===== src/rtl/param_dynamic_shift_reg.sv =====
// rtl/param_dynamic_shift_reg.sv - parametrised multi-bit shift register with dynamic tap and fill tracking
// Programmable delay line: a word shifted in appears at tap A after A further enabled shifts.
module param_dynamic_shift_reg #(
  parameter int WIDTH   = 8,
  parameter int DEPTH   = 16,
  parameter int AW      = 4,
  parameter int CW      = 5,
  parameter int OUT_REG = 0
) (
  input  logic             CLK,
  input  logic             RST_N,
  input  logic             CE,
  input  logic             CLR,
  input  logic [WIDTH-1:0] D,
  input  logic [AW-1:0]    A,
  output logic [WIDTH-1:0] Q,
  output logic             Q_VALID,
  output logic             FULL,
  output logic [CW-1:0]    COUNT,
  output logic             ADDR_ERR
);

  if (DEPTH < 2 || DEPTH > (1 << AW) || (1 << CW) <= DEPTH) begin : g_param_check
    $fatal(1, "param_dynamic_shift_reg: illegal DEPTH/AW/CW combination");
  end

  localparam logic [CW-1:0] DEPTH_C = CW'(DEPTH);

  logic [WIDTH-1:0] s_q [DEPTH];
  logic [WIDTH-1:0] s_d [DEPTH];
  logic [CW-1:0]    count_q;
  logic [CW-1:0]    count_d;
  logic             addr_ok;
  logic [WIDTH-1:0] tap_q;
  logic             tap_v;

  always_comb begin
    s_d     = s_q;
    count_d = count_q;
    if (CLR) begin
      for (int i = 0; i < DEPTH; i++) s_d[i] = '0;
      count_d = '0;
    end else if (CE) begin
      s_d[0] = D;
      for (int i = 1; i < DEPTH; i++) s_d[i] = s_q[i-1];
      if (count_q != DEPTH_C) count_d = count_q + CW'(1);
    end
  end

  always_ff @(posedge CLK) begin
    if (!RST_N) begin
      for (int i = 0; i < DEPTH; i++) s_q[i] <= '0;
      count_q <= '0;
    end else begin
      s_q     <= s_d;
      count_q <= count_d;
    end
  end

  // Out-of-range taps fall through the select loop and read as zero.
  always_comb begin
    addr_ok = 32'(A) < DEPTH;
    tap_q   = '0;
    for (int i = 0; i < DEPTH; i++) begin
      if (32'(A) == i) tap_q = s_q[i];
    end
    tap_v = addr_ok && (32'(count_q) > 32'(A));
  end

  if (OUT_REG != 0) begin : g_oreg
    logic [WIDTH-1:0] q_q;
    logic [WIDTH-1:0] q_d;
    logic             q_valid_q;
    logic             q_valid_d;

    always_comb begin
      q_d       = tap_q;
      q_valid_d = tap_v;
    end

    always_ff @(posedge CLK) begin
      if (!RST_N) begin
        q_q       <= '0;
        q_valid_q <= 1'b0;
      end else begin
        q_q       <= q_d;
        q_valid_q <= q_valid_d;
      end
    end

    assign Q       = q_q;
    assign Q_VALID = q_valid_q;
  end else begin : g_comb
    assign Q       = tap_q;
    assign Q_VALID = tap_v;
  end

  assign FULL     = (count_q == DEPTH_C);
  assign COUNT    = count_q;
  assign ADDR_ERR = !addr_ok;

endmodule


===== config.mk =====
export PLATFORM = sky130hd
export DESIGN_NAME = param_dynamic_shift_reg
export DESIGN_NICKNAME = d
export VERILOG_FILES = /design/src/rtl/param_dynamic_shift_reg.sv
export SDC_FILE = /design/constraint.sdc
export NUM_CORES = 1
export LEC_CHECK = 0
export CORE_MARGIN = 10
export CORE_UTILIZATION = 30
export CTS_BUF_LIST = sky130_fd_sc_hd__clkbuf_2
export DETAILED_ROUTE_END_ITERATION = 10
export PLACE_DENSITY = 0.5
export SETUP_SLACK_MARGIN = 0.02
export SKIP_CTS_REPAIR_TIMING = 1
export SLEW_MARGIN = 15
export SYNTH_ARGS = -nofsm -noshare
export SYNTH_HDL_FRONTEND = slang
export SYNTH_SLANG_ARGS = --single-unit

===== constraint.sdc =====
create_clock -name CLK -period 2.2 [get_ports CLK]
set_input_delay 0.33 -clock CLK [delete_from_list [all_inputs] [get_ports CLK]]
set_output_delay 0.33 -clock CLK [all_outputs]
set_load 0.01 [all_outputs]

==> metrics.csv, run 1 <==
metric,value,unit
maximum count of clock buffers along a single path,2,
share of flip-flops with an asynchronous set or reset,0,%
master cell of the clock root buffer,sky130_fd_sc_hd__clkbuf_2,
setup slack of the critical path after layout,-402,ps
fraction of synthesized cell area taken by the top area cell type,43.6,%
part of the cycle the worst path needs,118,%
Post-Synthesis Net Count,649,
final routed wire length divided by cell count,15.0,µm
leftover overflow at the end of global routing,0,
number of flops mapped to enable cells by yosys,0,
via count,4742,
leading cell types by total area after synthesis,"sky130_fd_sc_hd__dfxtp_1 44%, sky130_fd_sc_hd__mux2i_1 24%, sky130_fd_sc_hd__nor2_1 8.9%",
clock sink count,133,
most frequent standard cell in the layout excluding fill and tap cells,sky130_fd_sc_hd__mux2i_1,
Core ar.,20100,µm²
number of maximum-capacitance constraint violations,0,
number of rows in the core area,52,
routability congestion estimate from global placement,0.787,
antenna violations before repair,1,
ratio of routed vias to standard cells,4.83,
data required time at the worst endpoint,1870,ps
CP max FO,2,
fill cell count,1989,
"Non-Filler Cell Area, Final",7550,µm²
Final Skew,25.8,ps
clock latency of the later-clocked register in the worst-skew pair,700,ps
first drt pass iteration count,4,
Max Freq,384,MHz
HPWL after detailed placement,10.1,mm
Cell Count Post-Placement,942,
Final Hold Vio Count,0,
Post-Synthesis Cells,627,
proportion of synthesized chip area in sequential cells,43.6,%
post-detailed-route count of antenna-violating nets,0,
mean instance size in the synthesized netlist,9.73,µm²
CTS tree,yes,
Worst Hold Slack,174,ps
Num CTS Buffers,17,
fraction of layout instances using a drive strength above 1,25.0,%
actual slew at the worst max-slew pin,589,ps
run status,"complete, but fails checks",
total of flip-flops plus latches after synthesis,133,
hold_sp,CE,
first-pass GRT wire length,23.8,mm
yosys warns,0,
violations in the final reports,setup timing,
die area,26400,µm²
category of the most critical setup path,reg -> out,
maximum number of pins on one net before global-route repair,69,
top_reg_cell synth,sky130_fd_sc_hd__dfxtp_1,
initial standard-cell utilization of the core,30.4,%
LEAKAGE,0.00314,µW
area overhead of the layout relative to synthesis,23.7,%
clock-pin slew on the worst setup and hold paths,200,ps
total of buffers placed on input and output ports,30,
DIE WIDTH,163,µm
number of pins exceeding their max-slew limit in the final report,0,
minimum period implied by the final worst setup slack,2600,ps
Critical Path Sink Type,primary output,
arrival time worst endpoint,2270,ps
via count of the first global-routing pass,4525,
distinct cell type count after synthesis,52,
cell taking the most area after synthesis,sky130_fd_sc_hd__dfxtp_1,
Final setup violation count,9,
Starting DRT DRC Count,252,
power density over the cells,593,nW/µm²
"commonest cells after routing, fill and taps aside","148 x sky130_fd_sc_hd__mux2i_1, 145 x sky130_fd_sc_hd__nor2_1, 105 x sky130_fd_sc_hd__dfxtp_1, 64 x sky130_fd_sc_hd__buf_4, 27 x sky130_fd_sc_hd__dfxtp_2",
residual DRC count,0,
worst reg-to-reg path cell count,7,
launching instance or port of the critical path,s_q[109]$_SDFFE_PP0P_,
unrepaired setup endpoints after global routing,true,
maximum level of the CTS H-tree,4,
final non-filler cell total,982,
I/O pin total,32,
largest vdd supply drop,383,µV
"sum of internal, switching and leakage power",4480,µW
total placed instance area,7090,µm²
synthesized area,6100,µm²
kind of path behind the tightest hold check,in -> reg,
relative slew slack,60.7,%
kind of start point of the critical path,flip-flop,
overall die height,163,µm
GRT Util Overall,11.0,%
Min-Delay Path Depth,3,
reg-to-reg critical path startpoint,COUNT[1]$_SDFFE_PP0P_,
total detailed-routing wirelength,14.7,mm
nets@finish,721,
worst paths after layout:
check	endpoint	slack, ps
hold / removal	s_q[110]$_SDFFE_PP0P_	170
setup reg to reg	COUNT[1]$_SDFFE_PP0P_	760
setup / recovery	Q[5]	-400
hold reg to reg	s_q[84]$_SDFFE_PP0P_	520
report_power, final:
group / internal, µW / switching, µW / total, µW
registers: 2420 / 6.17 / 2430
clock network: 620 / 924 / 1540
logic: 237 / 268 / 505
metrics by stage:
step	utilization [%]	setup slack (ps)	TNS [ps]
after floorplan	-	328	0
after global placement	35.2	-799	-6300
after detailed placement	35.2	-802	-6370
after CTS	36.5	-1030	-7330
after global routing	37.5	-582	-2760
final	37.5	-402	-1210
sequential cells by signal, summed over array words and instances, names as in the netlist:
register  flops
COUNT         5
s_q         128
kinds of logic (layout without fill, tap and decap cells):
logic type      Yosys count  in the layout  synth area share, %
simple gates            178            178                 12.0
mux                     164            164                 28.9
flops                   133            133                 43.6
compound gates           82             82                 9.19
buf+inv                  59            143                 4.39
fa+ha+maj                 6              6                 1.23
xor+xnor                  4              4                0.574
other cells               1              2               0.0615
Yosys cell counts (5+ instances only):
| master | instances |
|---|---|
| sky130_fd_sc_hd__dfxtp_1 | 133 |
| sky130_fd_sc_hd__mux4_2 | 9 |
| sky130_fd_sc_hd__o22ai_1 | 9 |
| sky130_fd_sc_hd__nor2_1 | 145 |
| sky130_fd_sc_hd__nand2_1 | 10 |
| sky130_fd_sc_hd__a21oi_1 | 14 |
| sky130_fd_sc_hd__buf_1 | 5 |
| sky130_fd_sc_hd__inv_1 | 8 |
| sky130_fd_sc_hd__ha_1 | 6 |
| sky130_fd_sc_hd__mux2i_1 | 148 |
| sky130_fd_sc_hd__nand2b_1 | 5 |
| sky130_fd_sc_hd__clkbuf_1 | 21 |
| sky130_fd_sc_hd__a22oi_1 | 8 |
| sky130_fd_sc_hd__o21ai_1 | 5 |
| sky130_fd_sc_hd__buf_2 | 19 |
| sky130_fd_sc_hd__o221ai_1 | 7 |
| sky130_fd_sc_hd__nor2b_1 | 9 |
| sky130_fd_sc_hd__o21ai_0 | 10 |
critical path, cell delays in order, from the launching register on:
cell and delay (ps):
sky130_fd_sc_hd__dfxtp_2 360, sky130_fd_sc_hd__or3b_1 350, sky130_fd_sc_hd__a221o_1 300, sky130_fd_sc_hd__o211ai_1 80, sky130_fd_sc_hd__a22oi_1 120, sky130_fd_sc_hd__a41oi_2 210, sky130_fd_sc_hd__buf_2 170
metal layers:
layer | track usage, % | wire, µm | share of wire [%]
met1 | 14.9 | 7360 | 50
met2 | 16.8 | 6660 | 45
met3 | 2.86 | 537 | 3.6
met4 | 3.61 | 168 | 1.1
met5 | 0 | 0 | 0
final cells by class:
type / instances / area (µm²) / area share (%)
repair buffers: 103 / 900 / 11.9
clock inverters: 14 / 160 / 2.12
flip-flops and latches: 133 / 2700 / 35.8
well taps: 270 / 338 / 4.48
diodes: 1 / 2.50 / 0.0332
clock buffers: 17 / 85.1 / 1.13
multi-input cells: 435 / 3330 / 44.1
inverters: 9 / 36.3 / 0.481
(Power assumes the default switching activity.)
==> inputs of run 2 (changes only) <==
--- a/config.mk
+++ b/config.mk
@@ -9,10 +9,11 @@
 export CORE_UTILIZATION = 30
 export CTS_BUF_LIST = sky130_fd_sc_hd__clkbuf_2
 export DETAILED_ROUTE_END_ITERATION = 10
+export GPL_TIMING_DRIVEN = 1
 export PLACE_DENSITY = 0.5
 export SETUP_SLACK_MARGIN = 0.02
 export SKIP_CTS_REPAIR_TIMING = 1
-export SLEW_MARGIN = 15
+export SLEW_MARGIN = 0
 export SYNTH_ARGS = -nofsm -noshare
 export SYNTH_HDL_FRONTEND = slang
 export SYNTH_SLANG_ARGS = --single-unit
==> results of run 2 <==
No change in the layout: final DEF, timing and power equal those of run 1.
==> patch, RTL diff (flow settings as in run 2) <==
Change the parameter `AW` from 4 to 5.
--- a/src/rtl/param_dynamic_shift_reg.sv
+++ b/src/rtl/param_dynamic_shift_reg.sv
@@ -3,7 +3,7 @@
 module param_dynamic_shift_reg #(
   parameter int WIDTH   = 8,
   parameter int DEPTH   = 16,
-  parameter int AW      = 4,
+  parameter int AW      = 5,
   parameter int CW      = 5,
   parameter int OUT_REG = 0
 ) (
Interface: changed (resized A); port bits go from 32 to 33. No check against the original RTL was run, so the function may have changed too.
==> patch against run 2 <==
- the run still ends with negative setup slack left
- first-iteration DRC count is 71% higher
- clock skew rose by 0.0084 ns
- worst setup slack worse by 0.20 ns
- synthesized area increased by 5.0%
- fmax shrank 7.0%
- power is 4.7% higher
- design area rose by 13%
- wire length rose by 37%
- register-to-register slack got worse by 0.09 ns
- worst hold slack worse by 0.034 ns
- sequential cell count stayed put
- sequential power barely moved
- critical path type unchanged
==> patch: results (changes against run 2) <==
Status
  • Result of the run: complete, but fails checks (unchanged)
  • Failing checks: negative setup slack (unchanged)

Drt
  • Routed length per placed instance: 17.76 microns (was 15.00 microns)
  • Total wire length after detailed routing: 20110 microns (was 14730 microns)
  • Via-per-instance ratio: 4.959 (was 4.829)
  • DRT iter0 DRCs: 430 (was 252)

Critical path
  • Worst setup slack for register-to-register paths: 0.67 ns (was 0.76 ns)
  • R2R cell count: 8 (was 7)
  • Data arrival, critical path: 2.47 ns (was 2.27 ns)
  • Slowest CP cell: sky130_fd_sc_hd__mux4_2 (was sky130_fd_sc_hd__dfxtp_2)
  • Largest stage delay, worst path: 0.52 ns (was 0.36 ns)

Logic synthesis
  • Mapped Nets: 719 (was 649)
  • Portion of synthesized cell area occupied by the leading cell type: 41.56% (was 43.63%)
  • Top area cells in the synthesized netlist: sky130_fd_sc_hd__dfxtp_1, sky130_fd_sc_hd__mux2i_1, sky130_fd_sc_hd__nor2_1 (unchanged)
  • List of most frequent post-synthesis cells: sky130_fd_sc_hd__nor2_1, sky130_fd_sc_hd__mux2i_1, sky130_fd_sc_hd__dfxtp_1 (was sky130_fd_sc_hd__mux2i_1, sky130_fd_sc_hd__nor2_1, sky130_fd_sc_hd__dfxtp_1)
  • Register area share after synthesis: 41.56% (was 43.63%)
  • Synthesized area per cell: 9.217 sq um (was 9.732 sq um)

Pwr
  • Clock share of power: 34.1% (was 34.5%)
  • Flop pwr share: 51.8% (was 54.2%)
  • Proportion of total power due to net switching: 28.19% (was 26.78%)
  • Max rail drop VDD: 0.2976 mV (was 0.3833 mV)
  • Clk pwr: 0.00160 W (was 0.00154 W)

GRT
  • Wire length of the first global-routing pass: 31980 microns (was 23760 microns)
  • Maximum number of pins on one net before global-route repair: 68 (was 69)

Placement
  • Cells after DPL: 1091 (was 942)
  • Port Buffers: 32 (was 30)
  • Worst slack after detailed placement: -1.037 ns (was -0.8019 ns)
  • Final HPWL DP: 15090 microns (was 10120 microns)
  • Routability cong.: 0.9454 (was 0.7866)

Worst hold path
  • Min-delay worst type: primary input to flop (unchanged)
  • Min-delay src: D[3] (was CE)
  • Hold path endpoint: s_q[123]$_SDFFE_PP0P_ (was s_q[110]$_SDFFE_PP0P_)

STA
  • Setup slack after layout: -0.5989 ns (was -0.4024 ns)
  • Final Setup Violations: 10 (was 9)
  • Worst Clk Skew: 0.03420 ns (was 0.02578 ns)
  • Transition time at the pin with the least slew margin: 0.5447 ns (was 0.5890 ns)

Finish
  • Post-layout net count: 867 (was 721)
  • Layout cells sized above 1: 30.61% (was 25.04%)

Floorplanning
  • Die Outline Area: 0.02760 sq mm (was 0.02645 sq mm)

CTS
  • Insertion delay of the later-clocked pin in the worst-skew pair: 0.77 ns (was 0.70 ns)
patch: worst max path at each step:
stage                               from  endpoint  slack [ns]  cells past startpoint
global route        s_q[38]$_SDFFE_PP0P_      Q[6]       -0.78                      6
detailed placement                  A[4]      Q[0]       -1.04                      9
floorplan                           A[4]   Q_VALID        0.22                      6
global placement                    A[2]      Q[0]       -1.02                      8
CTS                 s_q[96]$_SDFFE_PP0P_      Q[0]       -1.17                      8
finish              s_q[38]$_SDFFE_PP0P_      Q[6]       -0.60                      6
patch: through the flow:
stage / hold slack, ns / TNS [ns] / area, sq um
floorplan: 0.4515 / 0 / 6406
global placement: 0.4729 / -7.790 / 7965
detailed placement: 0.4850 / -8.000 / 7965
CTS: -0.02127 / -9.322 / 8217
global route: 0.08398 / -4.773 / 8519
finish: 0.1397 / -3.450 / 8519
patch: kinds of logic (layout without fill, tap and decap cells):
family                     after synthesis  in the layout  share of synthesized area, %
DFF                                    133            133                         41.56
other                                    0              1                             0
adders and majority gates                7              7                         1.367
muxes                                  152            152                         24.10
xor gates and xnor gates                 4              4                        0.5470
AOI/OAI and AO/OA                      108            108                         11.76
buffers and inverters                   65            226                         4.863
and+or+nand+nor                        226            226                         15.80
patch: cell type report:
| class | count | area [sq um] |
|---|---|---|
| Sequential cell | 133 | 2690 |
| Fill cell | 2077 | 12500 |
| Inverter | 13 | 51.30 |
| Clock inverter | 14 | 161.4 |
| Tap cell | 275 | 344.1 |
| Antenna cell | 1 | 2.502 |
| Timing Repair Buffer | 181 | 1531 |
| Multi-Input combinational cell | 497 | 3649 |
| Clock buffer | 18 | 90.09 |
patch: per-layer routing:
layer	part of all wire [%]	track usage (%)	vias to the layer above
met5	0	0	-
met4	1.5	4.777	0
met3	3.4	2.745	18
met2	47	23.24	106
met1	48	18.98	2718
li1	-	-	2772
